## src/rtl/sigma_delta_pkg.sv

```systemverilog
// Shared types and helpers for the sigma-delta DAC sample path.
// Latency: n/a (declarations only).
// Backpressure: n/a.
package sigma_delta_pkg;

  // Scheduler playback states; RAMP is only reachable in soft-mute builds.
  typedef enum logic [1:0] {
    PRIME = 2'd0,
    RUN   = 2'd1,
    RAMP  = 2'd2,
    MUTED = 2'd3
  } sched_state_t;

  // Offset-binary midscale code for a DAC of the given width.
  function automatic logic [63:0] dac_mid(input int unsigned bitlen);
    return 64'd1 << (bitlen - 1);
  endfunction

endpackage

```

## src/rtl/sigma_delta_sample_fifo.sv

```systemverilog
// Synchronous sample FIFO with occupancy count; push ignored when full, pop ignored when empty.
// Latency: pushed word visible at head one cycle after the push edge when the FIFO was empty.
// Backpressure: caller gates push with !full; full/level are registered, no pop-to-full bypass.
module sigma_delta_sample_fifo #(
  parameter  int WIDTH = 24,
  parameter  int DEPTH = 8,
  localparam int AW    = $clog2(DEPTH),
  localparam int LW    = AW + 1
) (
  input  logic             clk,
  input  logic             rst,
  input  logic             push,
  input  logic [WIDTH-1:0] push_data,
  input  logic             pop,
  output logic [WIDTH-1:0] head,
  output logic [LW-1:0]    level,
  output logic             empty,
  output logic             full
);

  logic [WIDTH-1:0] mem [DEPTH];
  logic [AW-1:0]    wr_ptr;
  logic [AW-1:0]    rd_ptr;
  logic             do_push;
  logic             do_pop;

  assign empty   = (level == '0);
  assign full    = (level == LW'(DEPTH));
  assign do_push = push && !full;
  assign do_pop  = pop && !empty;
  assign head    = mem[rd_ptr];

  // Pointers wrap naturally because DEPTH is a power of two.
  always_ff @(posedge clk) begin
    if (rst) begin
      wr_ptr <= '0;
      rd_ptr <= '0;
      level  <= '0;
    end else begin
      if (do_push) wr_ptr <= wr_ptr + 1'b1;
      if (do_pop)  rd_ptr <= rd_ptr + 1'b1;
      if (do_push && !do_pop)      level <= level + 1'b1;
      else if (!do_push && do_pop) level <= level - 1'b1;
    end
  end

  // Storage needs no reset; only slots between the pointers are ever read.
  always_ff @(posedge clk) begin
    if (do_push) mem[wr_ptr] <= push_data;
  end

endmodule

```

## src/rtl/sigma_delta_dac_sched.sv

```systemverilog
// Sample scheduler feeding sigma_delta_dac: primes a FIFO, plays one sample per DAC strobe, mutes to midscale.
// Latency: dac_input/underrun update on the edge after the dac_ready cycle; PRIME->RUN checked every clock.
// Backpressure: s_ready = !full && !rst from registered level only. Soft-mute ramp enabled by SD_DAC_SCHED_SOFT_MUTE_EN.
module sigma_delta_dac_sched
  import sigma_delta_pkg::*;
#(
  parameter  int DAC_BITLEN  = 24,
  parameter  int FIFO_DEPTH  = 8,
  parameter  int START_LEVEL = 4,
  parameter  int RAMP_SHIFT  = 4,
  localparam int LW          = $clog2(FIFO_DEPTH) + 1
) (
  input  logic                  clk,
  input  logic                  rst,
  input  logic [DAC_BITLEN-1:0] s_data,
  input  logic                  s_valid,
  output logic                  s_ready,
  input  logic                  mute,
  input  logic                  dac_ready,
  output logic [DAC_BITLEN-1:0] dac_input,
  output logic                  underrun,
  output logic [LW-1:0]         fifo_level,
  output logic                  muted
);

  localparam logic [DAC_BITLEN-1:0] MID       = DAC_BITLEN'(dac_mid(DAC_BITLEN));
  localparam logic [LW-1:0]         START_LVL = LW'(START_LEVEL);

  // Parameter legality, caught at elaboration.
  if ((FIFO_DEPTH < 2) || ((FIFO_DEPTH & (FIFO_DEPTH - 1)) != 0)) begin : g_bad_depth
    $error("FIFO_DEPTH must be a power of two >= 2");
  end
  if ((START_LEVEL < 1) || (START_LEVEL > FIFO_DEPTH)) begin : g_bad_start
    $error("START_LEVEL must be within 1..FIFO_DEPTH");
  end
  if ((RAMP_SHIFT < 1) || (RAMP_SHIFT > DAC_BITLEN - 1)) begin : g_bad_shift
    $error("RAMP_SHIFT must be within 1..DAC_BITLEN-1");
  end

  sched_state_t          state, state_next;
  logic [DAC_BITLEN-1:0] dac_next;
  logic                  underrun_next;
  logic                  fifo_pop;
  logic                  fifo_push;
  logic [DAC_BITLEN-1:0] fifo_head;
  logic                  fifo_empty;
  logic                  fifo_full;

  assign s_ready   = !fifo_full && !rst;
  assign fifo_push = s_valid && s_ready;
  assign muted     = (state == MUTED);

  sigma_delta_sample_fifo #(
    .WIDTH (DAC_BITLEN),
    .DEPTH (FIFO_DEPTH)
  ) u_fifo (
    .clk       (clk),
    .rst       (rst),
    .push      (fifo_push),
    .push_data (s_data),
    .pop       (fifo_pop),
    .head      (fifo_head),
    .level     (fifo_level),
    .empty     (fifo_empty),
    .full      (fifo_full)
  );

`ifdef SD_DAC_SCHED_SOFT_MUTE_EN
  localparam logic [DAC_BITLEN:0] RAMP_THRESH = (DAC_BITLEN+1)'(1) << RAMP_SHIFT;

  logic signed [DAC_BITLEN:0] ramp_d;
  logic        [DAC_BITLEN:0] ramp_mag;
  logic                       ramp_small;
  logic [DAC_BITLEN-1:0]      ramp_val;

  // One geometric step toward midscale: subtract (output - MID) / 2**RAMP_SHIFT, floored.
  always_comb begin
    ramp_d     = $signed({1'b0, dac_input}) - $signed({1'b0, MID});
    ramp_mag   = ramp_d[DAC_BITLEN] ? $unsigned(-ramp_d) : $unsigned(ramp_d);
    ramp_small = (ramp_mag < RAMP_THRESH);
    ramp_val   = dac_input - DAC_BITLEN'(ramp_d >>> RAMP_SHIFT);
  end
`endif

  // Playback state register.
  always_ff @(posedge clk) begin
    if (rst) state <= PRIME;
    else     state <= state_next;
  end

  // Next state, FIFO pop and next DAC word; every strobe-driven change lands on the strobe's edge.
  always_comb begin
    state_next    = state;
    dac_next      = dac_input;
    underrun_next = 1'b0;
    fifo_pop      = 1'b0;
    case (state)
      PRIME: begin
        if (mute) begin
          state_next = MUTED;
          dac_next   = MID;
        end else if (fifo_level >= START_LVL) begin
          state_next = RUN;
        end
      end
      RUN: begin
        if (dac_ready) begin
          if (mute) begin
            // The sample due on this strobe is dropped.
            fifo_pop = !fifo_empty;
`ifdef SD_DAC_SCHED_SOFT_MUTE_EN
            if (ramp_small) begin
              dac_next   = MID;
              state_next = MUTED;
            end else begin
              dac_next   = ramp_val;
              state_next = RAMP;
            end
`else
            dac_next   = MID;
            state_next = MUTED;
`endif
          end else if (fifo_empty) begin
            underrun_next = 1'b1;
            state_next    = PRIME;
          end else begin
            fifo_pop = 1'b1;
            dac_next = fifo_head;
          end
        end
      end
`ifdef SD_DAC_SCHED_SOFT_MUTE_EN
      RAMP: begin
        // Once started the ramp always completes, even if mute drops.
        if (dac_ready) begin
          fifo_pop = !fifo_empty;
          if (ramp_small) begin
            dac_next   = MID;
            state_next = MUTED;
          end else begin
            dac_next = ramp_val;
          end
        end
      end
`endif
      MUTED: begin
        dac_next = MID;
        fifo_pop = dac_ready && !fifo_empty;
        if (!mute) state_next = PRIME;
      end
      default: begin
        state_next = PRIME;
      end
    endcase
  end

  // Registered DAC word and underrun pulse.
  always_ff @(posedge clk) begin
    if (rst) begin
      dac_input <= MID;
      underrun  <= 1'b0;
    end else begin
      dac_input <= dac_next;
      underrun  <= underrun_next;
    end
  end

endmodule

```

## config.mk

```make
export PLATFORM = sky130hd
export DESIGN_NAME = sigma_delta_dac_sched
export DESIGN_NICKNAME = d
export VERILOG_FILES = /design/src/rtl/sigma_delta_pkg.sv /design/src/rtl/sigma_delta_sample_fifo.sv /design/src/rtl/sigma_delta_dac_sched.sv
export SDC_FILE = /design/constraint.sdc
export NUM_CORES = 1
export LEC_CHECK = 0
export BUFFER_PORTS_ARGS = -buffer_cell sky130_fd_sc_hd__buf_4
export CAP_MARGIN = 20
export CORE_MARGIN = 10
export CORE_UTILIZATION = 31
export CTS_BUF_LIST = sky130_fd_sc_hd__clkbuf_8
export DETAILED_ROUTE_END_ITERATION = 7
export REMOVE_ABC_BUFFERS = 1
export SYNTH_ARGS = -nofsm -noshare
export SYNTH_HDL_FRONTEND = slang
export SYNTH_SLANG_ARGS = --single-unit
```

## constraint.sdc

```tcl
create_clock -name clk -period 4.97 [get_ports clk]
set_clock_uncertainty 0.05 [all_clocks]
set_input_delay 0.2485 -clock clk [delete_from_list [all_inputs] [get_ports clk]]
set_output_delay 0.2485 -clock clk [all_outputs]
set_load 0.01 [all_outputs]
```

== After elaboration in Yosys (flattened, before gate mapping) ==
Memory sizes are Yosys's and may differ from the RTL's. A register that Yosys moved wholly into a read port is not among the register bits.
Index checks and enable logic that the tools add are counted.

* Register bits: 37
* Input port bits: 29
* Memory bits (writable): 192
* Word-level logic and storage cells: 65
* Memories: 1

{| class="wikitable"
|+ Memory list
! name !! depth !! bits a word !! rd ports !! clocked after memory_dff !! wr ports !! RTL line !! source
|-
| u_fifo.mem || 8 || 24 || 1 || 1 || 1 || sigma_delta_sample_fifo.sv:21 || <nowiki>logic [WIDTH-1:0] mem [DEPTH];</nowiki>
|}

* $add $sub $neg: 4
* Reductions and logical operators: 19
* Bitwise gates (word level): 2
* Equality and inequality tests: 9
* Mux-type cells: 23
* $lt $le $gt $ge: 1

{| class="wikitable"
|+ Operators by type and width
! cell !! number
|-
| $mux 24 || 4
|-
| $pmux 24 s3 || 1
|-
| $mux 2 || 6
|-
| $mux 4 || 2
|-
| $reduce_and 4->1 || 2
|-
| $logic_and 1x1->1 || 7
|-
| $add 3x1->3 const B || 2
|-
| $mux 1 || 6
|-
| $mux 3 || 2
|-
| $ne 2x2->1 const B || 3
|-
| $ne 3x3->1 const B || 2
|-
| $pmux 2 s3 || 1
|-
| $logic_not 1->1 || 5
|-
| $add 4x1->4 const B || 1
|-
| $eq 4x4->1 const B || 1
|-
| $ge 4x3->1 const B || 1
|-
| $logic_not 4->1 || 1
|-
| $reduce_or 4->1 || 1
|-
| $sub 4x1->4 const B || 1
|-
| $ne 3x2->1 const B || 1
|-
| $reduce_bool 3->1 || 1
|-
| $eq 2x1->1 const B || 1
|-
| $eq 2x2->1 const B || 1
|-
| $logic_not 2->1 || 1
|-
| 3 further kinds || 4
|}

== Longest topological paths before layout ==
* Depth after elaboration: 9
* Gate-level depth with buffers: 10
* Depth with buffers taken out: 10

== Hierarchy ==
A second synthesis with hierarchy kept.

* Cells, all modules: 537
* Area, all modules: 9430.3 µm²

{| class="wikitable"
|+ Modules (own cells, without submodules)
! module !! times used !! cells each !! area an instance (µm²) !! seq. area each (µm²)
|-
| sigma_delta_sample_fifo || 1 || 350 || 7860.0 || 6025.8
|-
| sigma_delta_dac_sched || 1 || 187 || 1570.3 || 540.5
|}

== Worst setup path before layout ==
No wires, ideal clock.

* Path type: flip-flop to flip-flop
* From: register u_fifo.level[0]
* To: memory u_fifo.mem[0][0], enable pin
* Cell stages (with the launch flop): 5
* Arrival time: 2909 ps
* Path slack: 1575 ps
* Clock period less this slack: 3395 ps
* Data required time: 4485 ps
* Buffers on the path: 0
* Cell sequence: dfxtp_1 nor4b_1 nor3b_1 nand2b_1 nor3_1

* Cells in the longest elaborated chain, start to end: 7

{| class="wikitable"
|+ Ends and longest elaborated chain
! what !! RTL line !! source
|-
| from (decl) || sigma_delta_sample_fifo.sv:16 || <nowiki>output logic [LW-1:0] level,</nowiki>
|-
| from (signal assigned) || sigma_delta_sample_fifo.sv:42 || <nowiki>if (do_push && !do_pop) level <= level + 1'b1;</nowiki>
|-
| from (signal assigned) || sigma_delta_sample_fifo.sv:43 || <nowiki>else if (!do_push && do_pop) level <= level - 1'b1;</nowiki>
|-
| $eq 4x4->1 * || sigma_delta_sample_fifo.sv:28 || <nowiki>assign full = (level == LW'(DEPTH));</nowiki>
|-
| $logic_not 1->1 * || sigma_delta_sample_fifo.sv:29, sigma_delta_dac_sched.sv:49 ||
|-
| $logic_and 1x1->1 || sigma_delta_dac_sched.sv:49 || <nowiki>assign s_ready = !fifo_full && !rst;</nowiki>
|-
| $logic_and 1x1->1 || sigma_delta_dac_sched.sv:50 || <nowiki>assign fifo_push = s_valid && s_ready;</nowiki>
|-
| $logic_and 1x1->1 * || sigma_delta_sample_fifo.sv:29 || <nowiki>assign do_push = push && !full;</nowiki>
|-
| via u_fifo.do_push || sigma_delta_sample_fifo.sv:24 || <nowiki>logic do_push;</nowiki>
|-
| $mux 1 * || sigma_delta_sample_fifo.sv:49 || <nowiki>if (do_push) mem[wr_ptr] <= push_data;</nowiki>
|-
| $mux 1 (implied by the code) * || sigma_delta_sample_fifo.sv:49 ||
|-
| to (decl) || sigma_delta_sample_fifo.sv:21 ||
|}

Mark *: on every way through the listed nets, which the timed path passes. The rest lies on a longest branch.

== Worst setup path after layout ==
* From: register u_fifo.level[0]
* To: register u_fifo.level[3]

* Cells in the longest elaborated chain, start to end: 9
* Elaborated cells between the ends (all ways): 22
* Those cells by class: 2 x add/sub; 1 x eq/ne; 6 x mux; 13 x reduce/logical

{| class="wikitable"
|+ Ends and longest elaborated chain
! what !! RTL line !! source
|-
| $logic_not 4->1 || sigma_delta_sample_fifo.sv:27 || <nowiki>assign empty = (level == '0);</nowiki>
|-
| $mux 1 or $logic_not 1->1 (tied branches) || - ||
|-
| $mux 1 || sigma_delta_dac_sched.sv:108 || <nowiki>if (mute) begin</nowiki>
|-
| $mux 1 || sigma_delta_dac_sched.sv:107 || <nowiki>if (dac_ready) begin</nowiki>
|-
| $pmux 1 s2 || sigma_delta_dac_sched.sv:97 || <nowiki>case (state)</nowiki>
|-
| $logic_and 1x1->1 || sigma_delta_sample_fifo.sv:30 || <nowiki>assign do_pop = pop && !empty;</nowiki>
|-
| $logic_not 1->1 || sigma_delta_sample_fifo.sv:42 ||
|-
| $logic_and 1x1->1 || sigma_delta_sample_fifo.sv:42 ||
|-
| $mux 4 or $reduce_bool 2->1 (tied branches) || - ||
|}

Parallel ways exist; a longest one is shown, timed or not. The select of a mux whose other input is x is not followed.
A chain may end at the register's enable or synchronous reset.

==> flow_metrics.py <==
metrics = {
    "power": {
        "power_density_nw_per_um2": 398,
        "p_leak_nw": 3.56,
        "swShare_pct": 24.4,
        "p_switching_w": 0.00103,
        "internal_power_w": 0.00320,
        "seqPwrFrac_pct": 53.1,
        "p_clk_share_pct": 33.6,
        "p_comb_share_pct": 13.3,
        "ir_worst_vdd_uv": 219,
    },
    "timing": {
        "fin_hold_ws_ps": 142,
        "hold_viol": 0,
        "drv_slew": 0,
        "setup-tns-final_ps": 0,
        "fmax_ghz": 0.335,
        "finalCritPeriodShare_pct": 60.1,
        "finalSetupViolations": 0,
        "slew_headroom_pct": 49.3,
        "rsz0062_at_grt": "no",
        "finalCriticalPeriod_ps": 2990,
        "worstMarginPinSlew_ps": 760,
    },
    "clock_tree": {
        "cts_buffer_depth": 3,
        "clkLatencyLatePin_ps": 510,
        "cts_tree": "done",
        "clock_sinks": 232,
        "cts_made_buffers": 37,
        "cts.repair.resized": 0,
        "cts-root-buf": "clkbuf_8",
        "clk_pin_slew_ps": 60,
        "hold_buffers": 27,
        "cts_setup_buffers": 0,
        "htreeDepth": 2,
    },
    "global_routing": {
        "antenna_found_initial": 0,
        "grt_max_degree": 49,
        "grt_util_all_layers_pct": 10.2,
        "grt-ovfl-total": 0,
        "first_global_vias": 4869,
        "grt_pass1_wl_mm": 28.5,
    },
    "placed_design": {
        "place_hpwl_mm": 10.3,
        "port_buffers": 59,
        "globalplace.congestion": 0.785,
    },
    "setup_path": {
        "cp-end-kind": "flip-flop",
        "cp.required_ps": 5310,
        "crit_path_max_fanout": 7,
        "cp.arrival_ps": 3330,
        "worst-setup-path-type": "flip-flop to flip-flop",
        "start_kind": "flip-flop",
    },
    "die": {
        "fp.dieW_um": 188,
        "start_util_pct": 31.5,
        "die-area_um2": 35400,
        "core_area_um2": 27900,
        "pin_count": 60,
        "fp.dieH_um": 188,
        "rows": 61,
    },
    "logic_synthesis": {
        "synth_edf_count": 192,
        "synth_warnings": 0,
        "synth.distinct_cells": 40,
        "ys_seq_area_share_pct": 74.9,
        "syn_inst": 424,
        "syn_area_per_cell_um2": 20.7,
        "syn_area_um2": 8760,
        "ys.flop_type": "edfxtp_1",
        "synthTopCellsByArea": "edfxtp_1 66%, mux4_2 12%, dfxtp_1 9.1%",
        "yosysTopAreaCell": "edfxtp_1",
        "netlist_top_cells_count": "192 x edfxtp_1, 48 x mux4_2, 40 x dfxtp_1",
        "synth-seq-cells": 232,
        "ys_async_sr_fraction_pct": 0,
        "yosysTopAreaCellShare_pct": 65.8,
        "synth.most_common_cell": "edfxtp_1",
    },
    "job": {
        "cap_viol_max_count": 0,
    },
    "final_layout": {
        "synthToLayoutAreaGrowth_pct": 21.5,
        "nNetsFinal": 577,
        "diodes": 0,
        "drive_above_1_share_pct": 39.9,
        "fin_util_pct": 38.2,
    },
    "detailed_routing": {
        "routedWlPerCell_um": 18.8,
        "first_iter_violations": 224,
        "vias_per_cell": 4.58,
        "drcViolationCount": 0,
        "detail-route-antenna-nets": 0,
        "routed_wl_mm": 17.8,
        "drt-pass1-iter-count": 4,
        "vias": 4337,
    },
    "hold_path": {
        "hold_path.class": "input pin to flip-flop",
    },
    "run_status": {
        "status": "finished clean",
    },
}
worst paths after layout:
check | from | to | slack [ps] | cells after the start
setup / recovery | u_fifo.level[0]$_SDFFE_PP0P_ | u_fifo.level[3]$_SDFFE_PP0P_ | 1980 | 10
hold / removal | s_valid | u_fifo.wr_ptr[2]$_SDFFE_PP0P_ | 140 | 4
setup reg to reg | u_fifo.level[0]$_SDFFE_PP0P_ | u_fifo.level[3]$_SDFFE_PP0P_ | 1980 | 10
hold reg to reg | dac_input[23]$_SDFFE_PP1P_ | dac_input[23]$_SDFFE_PP1P_ | 430 | 2
critical path, cell delays in order, from the launching register on:
cell and delay [ps]:
dfxtp_1 400, or4_4 560, and3_4 220, inv_1 130, ha_1 190, inv_1 100, ha_1 340, a21oi_1 220
a211oi_1 110, a31oi_1 180, mux2_2 350
through the flow:
step	setup slack, ps	total power [W]	cells	instance area, um2
2_1_floorplan	1580	0.00265	404	8660
5_1_grt	1710	0.00445	947	10700
3_3_place_gp	2100	0.00281	853	9700
6_report	1980	0.00424	947	10700
3_5_place_dp	2020	0.00284	853	9700
4_1_cts	1990	0.00429	946	10600
layout by cell type, fill, tap and decap left out, drive strengths merged, types with 2 or more instances in the layout:
master and instances:
a21oi 6, a22o 23, and3 2, buf 72, clkbuf 38, clkinv 4, clkinvlp 3, dfxtp 40
dlygate4sd3 27, edfxtp 192, ha 5, inv 25, mux2 24, mux2i 2, mux4 48, nand2 6
nand2b 4, nor2 19, nor2b 2, nor3 3, nor3b 2, nor4 3, o21ai 2, xnor2 4
routing by layer:
metal,track usage (%),routed length (um),vias up
li1,-,-,1979
met1,12.6,7580,2227
met2,17.0,8920,106
met3,2.41,1030,25
met4,3.57,278,0
met5,0,0,-
power groups by stage:
stage                     Sequential (W)  Clock, W  Combinational [W]
final                            0.00225   0.00142           0.000565
after global routing             0.00226   0.00157           0.000625
after CTS                        0.00229   0.00147           0.000529
after detailed placement         0.00233         0           0.000508
after global placement           0.00232         0           0.000494
after floorplan                  0.00231         0           0.000334
state kept, by name (all words and copies together) (netlist names), named ones only:
register	cells
u_fifo.mem	192
dac_input	24
u_fifo.level	4
u_fifo.rd_ptr	3
u_fifo.wr_ptr	3
state	2
underrun	1
area by class of cell:
class	instances	area [um2]
clock buffer	38	523
clock inverter	28	126
fill	2542	17200
inverter	4	15.0
multi-input combinational	168	2110
sequential	232	6570
tap	378	473
timing repair buffer	99	831
logic make-up (layout without fill, tap and decap cells):
logic type	after synthesis	count (layout)	share of synthesized area, %
fa+ha+maj	6	6	0.942
mux	74	74	15.6
xor+xnor	5	5	0.500
buf+inv	24	169	1.37
compound gates	35	35	3.44
flops	232	232	74.9
simple gates	48	48	3.17
No activity file was read; power rests on OpenSTA's default activity.
